File: config.mk
export PLATFORM = sky130hd
export DESIGN_NAME = serial_subtractor
export DESIGN_NICKNAME = d
export VERILOG_FILES = /design/src/rtl/serial_subtractor.sv
export SDC_FILE = /design/constraint.sdc
export NUM_CORES = 1
export LEC_CHECK = 0
export BUFFER_PORTS_ARGS = -buffer_cell sky130_fd_sc_hd__buf_4
export CORE_MARGIN = 2
export CORE_UTILIZATION = 40
export DETAILED_ROUTE_END_ITERATION = 6
export PLACE_DENSITY_LB_ADDON = 0.25
export SLEW_MARGIN = 0
export SYNTH_ARGS = -nofsm -noshare
export SYNTH_HDL_FRONTEND = slang
export SYNTH_SLANG_ARGS = --single-unit
export TNS_END_PERCENT = 100
File: constraint.sdc
create_clock -name clk -period 2.68 [get_ports clk]
set_input_delay 0.134 -clock clk [delete_from_list [all_inputs] [get_ports clk]]
set_output_delay 0.134 -clock clk [all_outputs]
set_load 0.005 [all_outputs]
File: src/rtl/serial_subtractor.sv
// rtl/serial_subtractor.sv - bit-serial WIDTH-bit subtractor with valid/ready word handshakes
module serial_subtractor_fs (
    input  logic a_i,
    input  logic b_i,
    input  logic bin_i,
    output logic d_o,
    output logic bout_o
);
    assign d_o    = a_i ^ b_i ^ bin_i;
    assign bout_o = (~a_i & b_i) | (~a_i & bin_i) | (b_i & bin_i);
endmodule

module serial_subtractor #(
    parameter int WIDTH = 8
) (
    input  logic             clk,
    input  logic             rst,
    input  logic             in_valid,
    output logic             in_ready,
    input  logic [WIDTH-1:0] minuend,
    input  logic [WIDTH-1:0] subtrahend,
    input  logic             borrow_in,
    output logic             out_valid,
    input  logic             out_ready,
    output logic [WIDTH-1:0] difference,
    output logic             borrow_out
);
    localparam int CNT_W = $clog2(WIDTH + 1);
    localparam logic [CNT_W-1:0] CNT_LAST = CNT_W'(WIDTH - 1);
    localparam logic [CNT_W-1:0] CNT_ONE  = CNT_W'(1);

    localparam logic [1:0] S_IDLE = 2'd0;
    localparam logic [1:0] S_RUN  = 2'd1;
    localparam logic [1:0] S_DONE = 2'd2;

    logic [1:0]       state_q,      state_d;
    logic [WIDTH-1:0] a_q,          a_d;
    logic [WIDTH-1:0] b_q,          b_d;
    logic [WIDTH-1:0] res_q,        res_d;
    logic             borrow_q,     borrow_d;
    logic             borrow_out_q, borrow_out_d;
    logic [CNT_W-1:0] cnt_q,        cnt_d;
    logic             in_ready_q,   in_ready_d;
    logic             out_valid_q,  out_valid_d;

    logic fs_d;
    logic fs_bout;

    serial_subtractor_fs u_fs (
        .a_i    (a_q[0]),
        .b_i    (b_q[0]),
        .bin_i  (borrow_q),
        .d_o    (fs_d),
        .bout_o (fs_bout)
    );

    always_comb begin
        state_d      = state_q;
        a_d          = a_q;
        b_d          = b_q;
        res_d        = res_q;
        borrow_d     = borrow_q;
        borrow_out_d = borrow_out_q;
        cnt_d        = cnt_q;
        case (state_q)
            S_IDLE: begin
                if (in_valid) begin
                    a_d      = minuend;
                    b_d      = subtrahend;
                    borrow_d = borrow_in;
                    cnt_d    = '0;
                    state_d  = S_RUN;
                end
            end
            S_RUN: begin
                // Result fills from the MSB end so after WIDTH shifts bit 0 is the first computed bit.
                a_d      = a_q >> 1;
                b_d      = b_q >> 1;
                res_d    = {fs_d, res_q[WIDTH-1:1]};
                borrow_d = fs_bout;
                cnt_d    = cnt_q + CNT_ONE;
                if (cnt_q == CNT_LAST) begin
                    borrow_out_d = fs_bout;
                    state_d      = S_DONE;
                end
            end
            S_DONE: begin
                if (out_ready) begin
                    state_d = S_IDLE;
                end
            end
            default: begin
                state_d = S_IDLE;
            end
        endcase
        in_ready_d  = (state_d == S_IDLE);
        out_valid_d = (state_d == S_DONE);
    end

    always_ff @(posedge clk or posedge rst) begin
        if (rst) begin
            state_q      <= S_IDLE;
            a_q          <= '0;
            b_q          <= '0;
            res_q        <= '0;
            borrow_q     <= 1'b0;
            borrow_out_q <= 1'b0;
            cnt_q        <= '0;
            in_ready_q   <= 1'b1;
            out_valid_q  <= 1'b0;
        end else begin
            state_q      <= state_d;
            a_q          <= a_d;
            b_q          <= b_d;
            res_q        <= res_d;
            borrow_q     <= borrow_d;
            borrow_out_q <= borrow_out_d;
            cnt_q        <= cnt_d;
            in_ready_q   <= in_ready_d;
            out_valid_q  <= out_valid_d;
        end
    end

    assign in_ready   = in_ready_q;
    assign out_valid  = out_valid_q;
    assign difference = res_q;
    assign borrow_out = borrow_out_q;
endmodule

==> reports/qor.yml <==
status: "finished, final reports clean"
post_cts_buffers: 0
cts.reportedPaths.clkPinSlew_ps: 70
reg2reg_slack_ps: 890
start_util_pct: 41.22
diodes: 0
pwr-share-comb_pct: 33.2
dieArea_sq_um: 4220
sw_frac_of_total_pct: 32.40
final_antenna_net_count: 0
setup_viol_count_final: 0
cts-buffers-inserted: 5
die_x_microns: 64.96
synth.net_count: 155
skew_ps: 4.319
firstDrtPassIters: 4
p_leak_nw: 0.8409
synth-edff-count: 0
synth_flop_cell: "dfrtp_1"
antenna_found_initial: 0
htree_levels: 2
synth_adder_area_share_pct: 2.189
path_depth: 3
muxShareOfSynthArea_pct: 6.818
clk_latency_ps: 280
crit_required_ps: 2840
pwr-share-seq_pct: 47.0
r2r_cells: 3
synth_xor_area_share_pct: 0
worstSetupPathType: "reg2reg"
power.clock.fraction_pct: 19.8
grt_max_degree: 25
grt_overflow: 0
avgSynthCellArea_sq_um: 11.26
arrival_ps: 1950
multiInputGateArea_sq_um: 568.0
slew_headroom_pct: 46.69
total_power_mw: 1.920
intPower_mw: 1.298
path_buf_inv: 0
place.detailed.hpwl_mm: 2.059
portBuffers: 31
synth_top_family_by_area: "compound AO/OA/AOI/OAI gates"
avgViaCountPerCell: 5.042
grt_pass1_wl_mm: 4.905
drt-initial-drc-count: 33
synth_compound_area_share_pct: 18.35
synthCells: 132
place_congestion: 0.7553
cts.repair.resized: 0
drive_above_1_share_pct: 31.52
synth_top_area_share_pct: 55.56
cts_tree: "built"
final_nets: 187
path_delay_family: "flip-flops"
io_pins: 32
ys_warn_count: 0
yosys.area_share.simple_pct: 10.86
seq_area_sq_um: 852.1
grt_pass1_vias: 1074
clockBufferDepth: 2
rsz0062_at_grt: "no"
fin_crit_ps: 1794
n_fill_cell: 340
via_count: 1074
fp.dieH_microns: 64.96
drv_cap: 0
synth_largest_area_cell: "dfrtp_1"
coreArea_sq_um: 3606
crit_chain: "nor2b_4 > nand2_1 > mux2_1"
power_density_nw_per_um2: 1051
area_delta_synth_final_pct: 22.90
routedWlPerCell_microns: 13.60
worst_slew_pin_slew_ps: 798.8
seq_area_frac_synth_pct: 57.32
drc: 0
yosys_register_bits: 34
startpoint: "state_q[0]"
ctsHoldBuffers: 0
rr_endpoint: "borrow_out"
finalHoldViolations: 0
hold_path_class: "in2async"
synth.distinct_cells: 26
fin_tns_setup_ps: 0
worst_r2r_startpoint: "state_q[0]"
synth_area_sq_um: 1486
cp-endpoint: "borrow_out"
startpoint_type: "register"
rows: 22
async_flop_share_pct: 100.0
routed_wl_mm: 2.896
timing.fmax_mhz: 557.5
end_kind: "register"
slowest_delay_ps: 720
grt_use_total_pct: 15.84
critical-path-slowest-cell: "dfrtp_1"
cts_root_buffer: "clkbuf_8"
path_max_fanout: 17
synth.area.top_cells: "dfrtp_1 (56%), a22oi_1 (7.6%), mux2_2 (6.1%), nand2_1 (5.3%), o21ai_0 (5.1%)"
power.switching_mw: 0.6222
vdd_drop_max_v: 0.0003998
clock_sinks: 34
drv_slew: 0
finalCritPeriodShare_pct: 66.93
[synthesized netlist by cell type (2+ instances only)]
master and instances:
nor2b_4 2, a22o_1 2, dfrtp_1 33, a21oi_1 6, mux2_2 8, buf_4 3, nand2_1 21, nor2b_1 3
a22oi_1 15, inv_1 2, buf_2 2, buf_6 2, o21ai_0 15, nor2_1 6
[area by class of cell]
| class | instances | area share [%] |
|---|---|---|
| flip-flops and latches | 34 | 46.64 |
| inverters | 2 | 0.4110 |
| multi-input cells | 88 | 31.10 |
| repair buffers | 33 | 13.56 |
| clock buffers | 7 | 4.726 |
| well taps | 48 | 3.288 |
| clock inverters | 1 | 0.2740 |
[placed cells by master, fill, tap and decap left out, types with 2 or more instances in the layout]
cell type and n:
a22oi_1 15, mux2_2 8, clkbuf_8 6, dfrtp_1 33
a21oi_1 6, nor2b_1 3, a22o_1 2, buf_4 33
nand2_1 21, nor2_1 6, o21ai_0 15, inv_1 2
nor2b_4 2
[flip-flops by register name, summed over array words and instances (netlist names)]
name        count
cnt_q           4
a_q             8
in_ready        1
b_q             8
borrow_out      1
state_q         2
borrow_q        1
difference      8
out_valid       1
[cell families (layout without fill, tap and decap cells)]
| logic type | count (synthesis) | count (layout) |
|---|---|---|
| AO/OA/AOI/OAI | 43 | 43 |
| buffers and inverters | 10 | 43 |
| AND/OR/NAND/NOR | 34 | 34 |
| multiplexers | 9 | 9 |
| adder cells (fa/ha/maj) | 2 | 2 |
| flip-flops | 34 | 34 |
[stage by stage]
stage / hold slack (ps) / util (%) / worst slack [ps] / instances / cell area [sq um]
final: 3.195 / 50.66 / 886.2 / 213 / 1827
after global routing: 74.18 / 50.66 / 736.2 / 213 / 1827
after CTS: 31.09 / 50.66 / 879.2 / 213 / 1827
after detailed placement: 338.6 / 48.13 / 884.0 / 205 / 1735
after global placement: 333.7 / 48.13 / 964.0 / 205 / 1735
after floorplan: 274.9 / - / 1376 / 132 / 1486
[power by group through the flow]
| stage | sequential, mW | combinational [mW] | clock (mW) |
|---|---|---|---|
| floorplan | 0.851 | 0.472 | 0 |
| global placement | 0.897 | 0.615 | 0 |
| detailed placement | 0.912 | 0.646 | 0 |
| CTS | 0.902 | 0.648 | 0.390 |
| global route | 0.935 | 0.719 | 0.421 |
| finish | 0.903 | 0.638 | 0.379 |
[worst min-delay path by stage]
stage                          to  start  slack [ps]  cells after the start
floorplan                  a_q[0]    rst         270                      1
global placement    difference[6]    rst         330                      2
detailed placement  difference[5]    rst         340                      2
CTS                 difference[5]    rst          30                      2
global route        difference[5]    rst          70                      2
finish              difference[5]    rst           3                      2
[per-layer routing]
layer	part of all wire, %	vias to the layer above	GRT usage, %
met1	44	510	19.71
met5	0	-	0
met2	48	31	25.26
li1	-	528	-
met3	6.6	5	4.861
met4	1.5	0	7.181
[worst register-to-register path: stages (launching register included)]
cell,delay (ps)
dfrtp_1,720
nor2b_4,460
nand2_1,160
mux2_1,340
Note: power is estimated with default switching activity, not from simulation.
